$ cat config.mk
export PLATFORM = sky130hd
export DESIGN_NAME = sat_counter
export DESIGN_NICKNAME = d
export VERILOG_FILES = /design/src/rtl/sat_counter.sv
export SDC_FILE = /design/constraint.sdc
export NUM_CORES = 1
export LEC_CHECK = 0
export BUFFER_PORTS_ARGS = -buffer_cell sky130_fd_sc_hd__buf_2
export CAP_MARGIN = 0
export CORE_MARGIN = 2
export CORE_UTILIZATION = 49
export CTS_BUF_LIST = sky130_fd_sc_hd__clkbuf_8
export CTS_CLUSTER_DIAMETER = 150
export DETAILED_ROUTE_END_ITERATION = 7
export GPL_ROUTABILITY_DRIVEN = 0
export PLACE_DENSITY = 0.77
export SLEW_MARGIN = 15
export SYNTH_ARGS = -nofsm -noshare
export SYNTH_HDL_FRONTEND = slang
export SYNTH_SLANG_ARGS = --single-unit
$ cat constraint.sdc
create_clock -name clk -period 1.8 [get_ports clk]
set_clock_uncertainty 0.15 [all_clocks]
set_input_delay 0.36 -clock clk [delete_from_list [all_inputs] [get_ports clk]]
set_output_delay 0.36 -clock clk [all_outputs]
set_load 0.02 [all_outputs]
$ cat src/rtl/sat_counter.sv
// Saturating up-counter with synchronous clear.
//   clk    clock (posedge)
//   rst    synchronous active-high reset
//   clr    synchronous clear; takes priority over en
//   en     increment by one unless the count is already all-ones
//   count  current count
module sat_counter #(
  parameter int unsigned W = 16
) (
  input  logic         clk,
  input  logic         rst,
  input  logic         clr,
  input  logic         en,
  output logic [W-1:0] count
);

  always_ff @(posedge clk) begin
    if (rst || clr) begin
      count <= '0;
    end else if (en && (count != {W{1'b1}})) begin
      count <= count + W'(1);
    end
  end

endmodule

==> results.yml <==
status:
  status: "finished, final reports clean"
clock_network:
  cts_tree: "yes"
  clkTransAtPathRegs_ns: 0.06
  clock_path_buffers: 2
  ctsHoldBuffers: 0
  clock-root-buffer: "clkbuf_8"
  cts_made_buffers: 3
  cts.sinks: 16
  clk_latency_ns: 0.25
  htree_num_levels: 1
critical_path:
  path_class: "reg2reg"
  crit_top_cell: "buf_4"
  end_kind: "register"
  cp.required_ns: 1.78
  worstPathCellList: "nand4_1 > buf_4 > o41ai_2 > buf_4 > xor2_1 > nor2_1"
  cpMaxStageDelayCell: "dfxtp_1"
  rr_startpoint: "count[15]"
  crit_start: "count[15]"
  crit_fanout: 6
  max_stage_delay_ns: 0.38
  worstPathArrival_ns: 1.72
  worst_setup_path_start_kind: "register"
route:
  wire_per_inst_um: 14.6
  ant_nets: 0
  drt_iter0_markers: 21
  drt-total-wl_um: 2160
  route.detailed.drc: 0
  vias: 891
  drt-pass1-iter-count: 4
  via_per_inst: 6.02
grt:
  use_met3_pct: 5.95
  grt-busiest-layer: "met2"
  grt_pass1_vias: 772
  gr-total-overflow: 0
  grt_max_degree: 16
  grt_pass1_wl_um: 3420
  antenna_found_initial: 0
  met1_usage_pct: 28.1
  grt.total_usage_pct: 22.9
  grt_use_met2_pct: 37.2
timing:
  setup_viol: 0
  slew_headroom_pct: 76.7
  fmax_mhz: 575
  min_period_over_period_pct: 96.6
  worstMarginPinSlew_ns: 0.348
  hold_viol: 0
  finalWorstSetupSlack_ns: 0.0615
  maxSlewViolCount: 0
  setup_tns_ns: 0
  period_minus_slack_ns: 1.74
  whs_ns: 0.294
layout:
  nets: 137
  utilization_pct: 69.7
  instances_no_fill: 148
  fin_area_um2: 1160
  largest_register_ffs: 16
  drive_gt1_share_pct: 42.7
  area_growth_syn_to_layout_pct: 37.5
  n_antenna_cell: 0
  top_register: "count"
  top_regs: "count: 16 flops"
pwr:
  p_per_area_nw_per_um2: 605
  p_leak_nw: 0.506
  ir_drop_v: 0.000639
  totalPowerFinal_mw: 0.705
logic_synthesis:
  yosysWarnings: 0
  ys_seq_area_share_pct: 37.8
  synth_seq_cells: 16
  netlist_instances: 95
  avgSynthCellArea_um2: 8.92
  syn_area_um2: 847
  syn_nets: 100
  yosys.cell_types.count: 30
die:
  core_um2: 1670
  die_h_um: 45.6
  num_rows: 15
  die_x_um: 45.6
  die_area_um2: 2080
  ios: 20
  initial_core_util_pct: 50.7
placed_design:
  hpwl_um: 1490
  place_area_um2: 1050
  place_inst: 141
  io_buffers: 19
  pre_cts_ws_ns: -0.0203
job:
  maxCapViolCount: 0
min_path:
  min_path_type: "in2reg"
  min_from: "rst"
[area by class of cell]
| cell class | count | area [µm²] |
|---|---|---|
| Tap cell | 17 | 21.3 |
| Multi-Input combinational cell | 75 | 541 |
| Fill cell | 138 | 505 |
| Sequential cell | 16 | 329 |
| Clock buffer | 4 | 55.1 |
| Inverter | 1 | 3.75 |
| Timing Repair Buffer | 35 | 215 |
[cell usage in the layout, fill, tap and decap left out, types with 2 or more instances in the layout]
master and instances:
a31oi_1 2, o31ai_1 3, buf_4 16, o21ai_0 5, nand2_1 6, or3_1 5
nand4_1 5, dfxtp_1 11, nand3_1 4, clkbuf_8 4, nor2_1 7, a21oi_1 8
and4_1 3, and2_1 2, dfxtp_2 4, buf_2 19, or4_1 3, xor2_1 2
a41o_1 4
[final timing paths]
path | end | slack [ns] | depth (start not counted)
max | count[0] | 0.06 | 6
min | count[12] | 0.29 | 3
max reg2reg | count[0] | 0.06 | 6
min reg2reg | count[3] | 0.37 | 2
[what timing repair did]
| action | in CTS | in global routing |
|---|---|---|
| setup endpoints to repair | 4 | 7 |
| resized for setup | 2 | 7 |
| gates cloned | 0 | 0 |
| buffers inserted | 0 | 3 |
| pin swaps | 0 | 5 |
[kinds of logic after synthesis]
kind of cell | count (synthesis) | synth area share (%)
compound gates | 27 | 21.9
flops | 16 | 37.8
buf+inv | 4 | 1.92
xor+xnor | 3 | 3.10
fa+ha+maj | 1 | 1.48
simple gates | 44 | 33.8
[synthesized netlist by cell type]
| cell type | n | area share (%) |
|---|---|---|
| nor3_1 | 1 | 0.59 |
| and3_4 | 1 | 1.3 |
| o211a_1 | 1 | 1.2 |
| or4_4 | 1 | 1.3 |
| nand4_4 | 1 | 2.5 |
| o31ai_1 | 3 | 2.7 |
| or4_1 | 3 | 2.7 |
| and4_1 | 4 | 4.1 |
| and2_1 | 2 | 1.5 |
| o21ai_0 | 5 | 3.0 |
| ha_1 | 1 | 1.5 |
| or2_2 | 1 | 0.74 |
| or3_1 | 5 | 3.7 |
| a21oi_1 | 9 | 5.3 |
| clkbuf_2 | 1 | 0.59 |
| xor2_1 | 2 | 2.1 |
| a31oi_1 | 3 | 2.2 |
| nand4_2 | 1 | 1.5 |
| dfxtp_1 | 16 | 38 |
| nor2_1 | 7 | 3.1 |
| nand2_1 | 6 | 2.7 |
| nor4_2 | 1 | 1.5 |
| a41o_1 | 4 | 4.7 |
| nand3_1 | 5 | 3.0 |
| o41ai_2 | 1 | 1.9 |
| a211oi_1 | 1 | 0.89 |
| inv_1 | 1 | 0.44 |
| xnor2_1 | 1 | 1.0 |
| clkbuf_1 | 2 | 0.89 |
| nand4_1 | 5 | 3.7 |
[routing by layer]
layer	vias to the layer above	wire length [µm]
met1	416	973
met4	0	27
li1	451	-
met5	-	0
met2	19	1060
met3	5	93
[where the power goes]
group	total, mW	internal, mW	switching (mW)
combinational	0.0300	0.0119	0.0181
sequential	0.358	0.355	0.00268
clock	0.317	0.194	0.123
total	0.705	0.561	0.143
[critical path: cells and delay by family, from the launching register on]
kind            cells  cell delay (ns)
buf+inv             2             0.39
compound gates      1             0.30
xor+xnor            1             0.15
simple gates        2             0.24
flops               1             0.38
No activity file was read; power rests on OpenSTA's default activity.
